`src/rtl/idli_pkg.sv`:
```
// Shared types and constants for the idli core.
// Holds the SQI widths, memory indices, controller states and command bytes.
package idli_pkg;

    localparam int unsigned SQI_NUM = 2;

    typedef logic [3:0] sqi_data_t;

    typedef enum logic {
        SQI_MEM_LO = 1'b0,
        SQI_MEM_HI = 1'b1
    } sqi_mem_t;

    typedef enum logic [2:0] {
        IDLE  = 3'd0,
        CMD   = 3'd1,
        ADDR  = 3'd2,
        DUMMY = 3'd3,
        DATA  = 3'd4
    } sqi_state_t;

    localparam logic [7:0] SQI_CMD_READ     = 8'h03;
    localparam logic [7:0] SQI_CMD_WRITE    = 8'h02;
    localparam logic [2:0] SQI_ADDR_NIBBLES = 3'd6;

    // Command byte for a read or write transaction.
    function automatic logic [7:0] sqi_cmd(input logic wr);
        return wr ? SQI_CMD_WRITE : SQI_CMD_READ;
    endfunction

endpackage

```
`src/rtl/idli_sqi_shift.sv`:
```
// Command/address shifter shared by both SQI memories.
// o_nibble is the nibble to present on the pins in the following cycle.
module idli_sqi_shift
    import idli_pkg::*;
(
    input  logic        i_clk,
    input  logic        i_rst,
    input  logic        i_load,
    input  logic [31:0] i_load_data,
    input  logic        i_shift,
    output sqi_data_t   o_nibble
);

    logic [31:0] sh_r;

    // The top nibble leaves straight from the load data, so only the rest is stored.
    always_ff @(posedge i_clk) begin
        if (i_rst) begin
            sh_r <= 32'h0000_0000;
        end else if (i_load) begin
            sh_r <= {i_load_data[27:0], 4'h0};
        end else if (i_shift) begin
            sh_r <= {sh_r[27:0], 4'h0};
        end else begin
            sh_r <= sh_r;
        end
    end

    assign o_nibble = i_load ? i_load_data[31:28] : sh_r[31:28];

endmodule

```
`src/rtl/idli_sqi_ctrl.sv`:
```
// Nibble-serial SQI controller driving two lockstep memories (lo/hi nibble).
// Turns word read/write bursts into command, address, dummy and data phases.
module idli_sqi_ctrl
    import idli_pkg::*;
(
    input  logic                       i_clk,
    input  logic                       i_rst,
    input  logic                       i_req_vld,
    output logic                       o_req_rdy,
    input  logic                       i_req_wr,
    input  logic [15:0]                i_req_addr,
    input  logic                       i_end,
    output logic                       o_rd_vld,
    output logic [7:0]                 o_rd_data,
    output logic                       o_wr_rdy,
    input  logic [7:0]                 i_wr_data,
    output logic                       o_sqi_cs_n,
    output logic                       o_sqi_sck_en,
    output logic                       o_sqi_oe,
    output sqi_data_t [SQI_NUM-1:0]    o_sqi_dout,
    input  sqi_data_t [SQI_NUM-1:0]    i_sqi_din
);

    sqi_state_t                state_r, state_s;
    logic [2:0]                phase_r, phase_s;
    logic                      wr_r, wr_s;
    logic                      end_r, end_s;
    logic                      req_rdy_r;
    logic                      rd_vld_r;
    logic [7:0]                rd_data_r;
    logic                      wr_rdy_r, wr_rdy_s;
    logic                      cs_n_r;
    logic                      sck_en_r;
    logic                      oe_r, oe_s;
    sqi_data_t [SQI_NUM-1:0]   dout_r, dout_s;
    logic                      accept_s;
    logic                      shift_s;
    logic                      last_addr_s;
    sqi_data_t                 nibble_s;

    idli_sqi_shift u_shift (
        .i_clk       (i_clk),
        .i_rst       (i_rst),
        .i_load      (accept_s),
        .i_load_data ({sqi_cmd(i_req_wr), 8'h00, i_req_addr}),
        .i_shift     (shift_s),
        .o_nibble    (nibble_s)
    );

    // Next state, phase and the values the pin registers take next cycle.
    always_comb begin
        accept_s    = (state_r == IDLE) && req_rdy_r && i_req_vld;
        last_addr_s = (phase_r == SQI_ADDR_NIBBLES - 3'd1);
        state_s     = state_r;
        phase_s     = phase_r;
        wr_s        = wr_r;
        end_s       = end_r;
        wr_rdy_s    = 1'b0;
        shift_s     = 1'b0;
        dout_s      = {SQI_NUM{4'h0}};
        case (state_r)
            IDLE: begin
                if (accept_s) begin
                    state_s = CMD;
                    phase_s = 3'd0;
                    wr_s    = i_req_wr;
                    end_s   = 1'b0;
                    dout_s  = {SQI_NUM{nibble_s}};
                end else begin
                    state_s = IDLE;
                end
            end
            CMD: begin
                shift_s = 1'b1;
                dout_s  = {SQI_NUM{nibble_s}};
                if (phase_r == 3'd1) begin
                    state_s = ADDR;
                    phase_s = 3'd0;
                end else begin
                    phase_s = phase_r + 3'd1;
                end
            end
            ADDR: begin
                shift_s = 1'b1;
                if (last_addr_s) begin
                    phase_s = 3'd0;
                    if (wr_r) begin
                        state_s                = DATA;
                        wr_rdy_s               = 1'b1;
                        dout_s[SQI_MEM_HI]     = i_wr_data[7:4];
                        dout_s[SQI_MEM_LO]     = i_wr_data[3:0];
                    end else begin
                        state_s = DUMMY;
                    end
                end else begin
                    phase_s  = phase_r + 3'd1;
                    dout_s   = {SQI_NUM{nibble_s}};
                    // First write byte is requested one cycle before the address ends.
                    wr_rdy_s = wr_r && (phase_r == SQI_ADDR_NIBBLES - 3'd2);
                end
            end
            DUMMY: begin
                if (phase_r == 3'd1) begin
                    state_s = DATA;
                    phase_s = 3'd0;
                end else begin
                    phase_s = phase_r + 3'd1;
                end
            end
            DATA: begin
                if (wr_r) begin
                    dout_s[SQI_MEM_HI] = i_wr_data[7:4];
                    dout_s[SQI_MEM_LO] = i_wr_data[3:0];
                    if (phase_r == 3'd0) begin
                        // Byte 1 of the word is being consumed now, so i_end belongs to it.
                        phase_s  = 3'd1;
                        end_s    = i_end;
                        wr_rdy_s = !i_end;
                    end else begin
                        phase_s = 3'd0;
                        if (end_r) begin
                            state_s = IDLE;
                        end else begin
                            wr_rdy_s = 1'b1;
                        end
                    end
                end else begin
                    if (phase_r == 3'd0) begin
                        phase_s = 3'd1;
                    end else begin
                        phase_s = 3'd0;
                        if (i_end) begin
                            state_s = IDLE;
                        end else begin
                            state_s = DATA;
                        end
                    end
                end
            end
            default: begin
                state_s = IDLE;
                phase_s = 3'd0;
            end
        endcase
        oe_s = (state_s == CMD) || (state_s == ADDR) || ((state_s == DATA) && wr_s);
    end

    // Control state and every registered output.
    always_ff @(posedge i_clk) begin
        if (i_rst) begin
            state_r   <= IDLE;
            phase_r   <= 3'd0;
            wr_r      <= 1'b0;
            end_r     <= 1'b0;
            req_rdy_r <= 1'b0;
            cs_n_r    <= 1'b1;
            sck_en_r  <= 1'b0;
            oe_r      <= 1'b0;
            dout_r    <= {SQI_NUM{4'h0}};
            wr_rdy_r  <= 1'b0;
            rd_vld_r  <= 1'b0;
            rd_data_r <= 8'h00;
        end else begin
            state_r   <= state_s;
            phase_r   <= phase_s;
            wr_r      <= wr_s;
            end_r     <= end_s;
            // Ready only after a full IDLE cycle, which keeps CS high between bursts.
            req_rdy_r <= (state_r == IDLE) && !accept_s;
            cs_n_r    <= (state_s == IDLE);
            sck_en_r  <= (state_s != IDLE);
            oe_r      <= oe_s;
            dout_r    <= dout_s;
            wr_rdy_r  <= wr_rdy_s;
            rd_vld_r  <= (state_r == DATA) && !wr_r;
            if ((state_r == DATA) && !wr_r) begin
                rd_data_r <= {i_sqi_din[SQI_MEM_HI], i_sqi_din[SQI_MEM_LO]};
            end else begin
                rd_data_r <= rd_data_r;
            end
        end
    end

    assign o_req_rdy    = req_rdy_r;
    assign o_rd_vld     = rd_vld_r;
    assign o_rd_data    = rd_data_r;
    assign o_wr_rdy     = wr_rdy_r;
    assign o_sqi_cs_n   = cs_n_r;
    assign o_sqi_sck_en = sck_en_r;
    assign o_sqi_oe     = oe_r;
    assign o_sqi_dout   = dout_r;

endmodule
```
`config.mk`:
```
export PLATFORM = sky130hd
export DESIGN_NAME = idli_sqi_ctrl
export DESIGN_NICKNAME = d
export VERILOG_FILES = /design/src/rtl/idli_pkg.sv /design/src/rtl/idli_sqi_shift.sv /design/src/rtl/idli_sqi_ctrl.sv
export SDC_FILE = /design/constraint.sdc
export NUM_CORES = 1
export LEC_CHECK = 0
export ABC_AREA = 1
export BUFFER_PORTS_ARGS = -buffer_cell sky130_fd_sc_hd__buf_2
export CORE_ASPECT_RATIO = 1.75
export CORE_MARGIN = 3
export CORE_UTILIZATION = 35
export CTS_BUF_LIST = sky130_fd_sc_hd__clkbuf_8
export DETAILED_ROUTE_END_ITERATION = 6
export SLEW_MARGIN = 10
export SYNTH_ARGS = -nofsm -noshare
export SYNTH_HDL_FRONTEND = slang
export SYNTH_SLANG_ARGS = --single-unit
```
`constraint.sdc`:
```
create_clock -name i_clk -period 2.45 [get_ports i_clk]
set_clock_uncertainty 0.2 [all_clocks]
set_input_delay 0.1225 -clock i_clk [delete_from_list [all_inputs] [get_ports i_clk]]
set_output_delay 0.1225 -clock i_clk [all_outputs]
set_load 0.1 [all_outputs]
```
==> run_results.csv <==
group,metric,value,unit
detailed_routing,ant_nets,0,
logic_synthesis,ys_seq_elements,58,
logic_synthesis,yosys.area.top_type_share,46.24,%
detailed_routing,via_per_inst,4.747,
global_route,antenna_found_initial,0,
detailed_routing,drtIter0Drc,168,
logic_synthesis,synth.distinct_cells,23,
detailed_routing,drt-total-wl,6.459,mm
final_layout,nets,501,
logic_synthesis,yosysTopAreaCell,"dfxtp_1",
logic_synthesis,syn_avg_cell_area,6.937,sq um
die,design.portCount,59,
die,die_area,8267,sq um
global_route,grt_remaining_overflow,0,
logic_synthesis,synth_cells,362,
setup_path,crit_arrival,2330,ps
setup_path,cp-start-kind,"flop",
final_layout,layout_commonest_cell,"nand2_1",
clock_tree,clkSinkCount,58,
clock_tree,cts_root_buffer,"clkbuf_8",
global_route,grt_pass1_vias,2609,
clock_tree,clk_path_buf_depth,2,
setup_path,cp-end-kind,"flop",
timing,setup_viol,0,
clock_tree,cts-buffers-inserted,9,
global_route,grt_max_degree,30,
detailed_routing,dr.pass1.iters,4,
flow_run,cap_viol_max_count,0,
clock_tree,cts_tree,"done",
global_route,grt_usage,16.91,%
die,die_y,118.1,um
global_route,grt_pass1_wl,11.24,mm
status,status,"finished, final reports clean",
timing,worst_slew_pin_slew,509.3,ps
setup_path,r2r_cells,10,
place,dp.final_hpwl,4.551,mm
final_layout,final_cell_mix,"nand2_1 (106), dfxtp_1 (58), buf_2 (58), nor2_1 (56), dlygate4sd3_1 (35)",
final_layout,antenna_cells,0,
final_layout,multiInputGateArea,1170,sq um
setup_path,worstPathCellList,"inv_1 > ha_1 > nand2_2 > clkinvlp_4 > a21oi_1 > nand2_1 > o211ai_1 > nand2_1 > dlygate4sd3_1 > inv_1",
logic_synthesis,synth_nets,402,
min_path,hold_path_class,"in2reg",
final_layout,nFillCells,684,
timing,setup_tns,0,ps
pwr,p_per_area,652.4,nW/um^2
die,die_x,70.03,um
clock_tree,h-tree-depth,3,
setup_path,worstReg2RegEnd,"o_sqi_dout[0]",
final_layout,final_util,50.18,%
final_layout,final_cells,550,
final_layout,register_area,1161,sq um
setup_path,path_class,"reg2reg",
place,gp_congestion,0.8059,
timing,relSlewSlack,66.28,%
timing,slew_viol_final,0,
pwr,peakVddDrop,421.3,uV
pwr,p_leak,1.665,nW
timing,hold_violations,0,
clock_tree,path_clk_slew,70,ps
detailed_routing,remaining_drc_errors,0,
logic_synthesis,synth_area,2511,sq um
clock_tree,worstSkewPairLatency,340,ps
die,start_util,36.36,%
timing,fmax,0.4465,GHz
timing,post-route-period-util,91.41,%
logic_synthesis,ys.warnings.count,0,
setup_path,r2r-start,"phase_r[1]",
detailed_routing,post_drt_wl_per_cell,11.74,um
die,core,6907,sq um
final_layout,syn2layout_area_growth,38.02,%
clock_tree,postCtsSetupRepairBufs,0,
setup_path,cpPeakStageDelay,550,ps
final_layout,drive_gt1_share,19.53,%
place,numPortBuffers,58,
die,rows,40,
logic_synthesis,synth_area_leaders,"dfxtp_1 (46%), nand2_1 (16%), nor2_1 (8.4%)",
setup_path,startpoint,"phase_r[1]",
logic_synthesis,ys_seq_area_share,46.24,%
setup_path,crit_slowest_cell,"dlygate4sd3_1",
setup_path,rrSetupSlack,210,ps
timing,post-route-min-period,2240,ps
place,dpl.cell_count,499,
setup_path,setup.worst_path.end,"o_sqi_dout[0]",
timing,rsz0062_at_grt,"no",
detailed_routing,vias,2611,
setup_path,worstPathRequired,2540,ps
setup_path,path_max_fanout,9,
==> worst min-delay path by stage <==
stage	cells after the start	startpoint	endpoint	slack, ps
2_1_floorplan	2	i_sqi_din[0]	o_rd_data[0]	60
4_1_cts	6	i_req_vld	phase_r[1]	40
3_5_place_dp	3	i_sqi_din[5]	o_rd_data[5]	160
5_1_grt	6	i_req_vld	phase_r[1]	110
3_3_place_gp	3	i_sqi_din[2]	o_rd_data[2]	140
6_report	6	i_req_vld	phase_r[1]	70
==> synthesized netlist by cell type (all sizes together) <==
master and number:
a21oi 12, a22oi 1, a31oi 18, buf 7
clkbuf 7, clkinv 3, dfxtp 58, ha 3
inv 28, nand2 108, nand3 25, nor2 58
nor3 2, o2111ai 2, o211ai 2, o21ai 27
or2 1
==> where the power goes <==
group	total, mW	switching (mW)	internal (mW)
registers	1.02	0.0279	0.995
clock network	0.870	0.370	0.500
logic	0.368	0.239	0.129
total	2.26	0.637	1.62
==> logic make-up (layout without fill, tap and decap cells) <==
logic type | after synthesis | after routing | share of synthesized area, %
and+or+nand+nor | 194 | 194 | 30.94
AOI/OAI and AO/OA | 62 | 62 | 13.85
DFF | 58 | 58 | 46.24
buffers and inverters | 45 | 149 | 7.474
adders and majority gates | 3 | 3 | 1.495
==> stage by stage <==
step	hold WS [ps]	power [mW]	area (sq um)	setup slack, ps
5_1_grt	109.2	2.368	3466	8.747
6_report	72.59	2.261	3466	210.4
4_1_cts	37.95	2.278	3455	86.59
3_5_place_dp	157.0	1.370	2903	410.9
3_3_place_gp	141.6	1.367	2903	483.9
2_1_floorplan	57.41	1.281	2511	342.1
==> state kept, by name (all words and copies together) (netlist names) <==
| register | count |
|---|---|
| phase_r | 3 |
| wr_r | 1 |
| u_shift.sh_r | 28 |
| end_r | 1 |
| o_rd_data | 8 |
| o_req_rdy | 1 |
| o_sqi_sck_en | 1 |
| o_sqi_oe | 1 |
| o_rd_vld | 1 |
| state_r | 3 |
| o_sqi_dout | 8 |
| o_wr_rdy | 1 |
| o_sqi_cs_n | 1 |
==> timing repair <==
item	CTS	global route
endpoints found under the hold margin	36	0
resized for setup	0	3
setup endpoints to repair	0	1
hold buffers	35	0
==> area by class of cell <==
class / count / area share, %
clock buffers: 14 / 5.560
clock inverters: 2 / 0.2527
inverters: 31 / 3.466
multi-input cells: 259 / 33.75
flip-flops and latches: 58 / 33.50
well taps: 84 / 3.033
repair buffers: 102 / 20.43
==> critical path, delay by kind of cell, from the launching register on <==
kind            cells  cell delay (ps)
compound gates      2              230
buf+inv             4              880
fa+ha+maj           1              240
flops               1              340
simple gates        3              310
==> per-layer routing <==
metal | up-vias | track usage [%] | part of all wire [%]
met5 | - | 0 | 0
met1 | 1167 | 17.17 | 41
li1 | 1367 | - | -
met2 | 63 | 30.21 | 52
met3 | 14 | 4.017 | 4.2
met4 | 0 | 10.55 | 3.1
(Power assumes the default switching activity.)
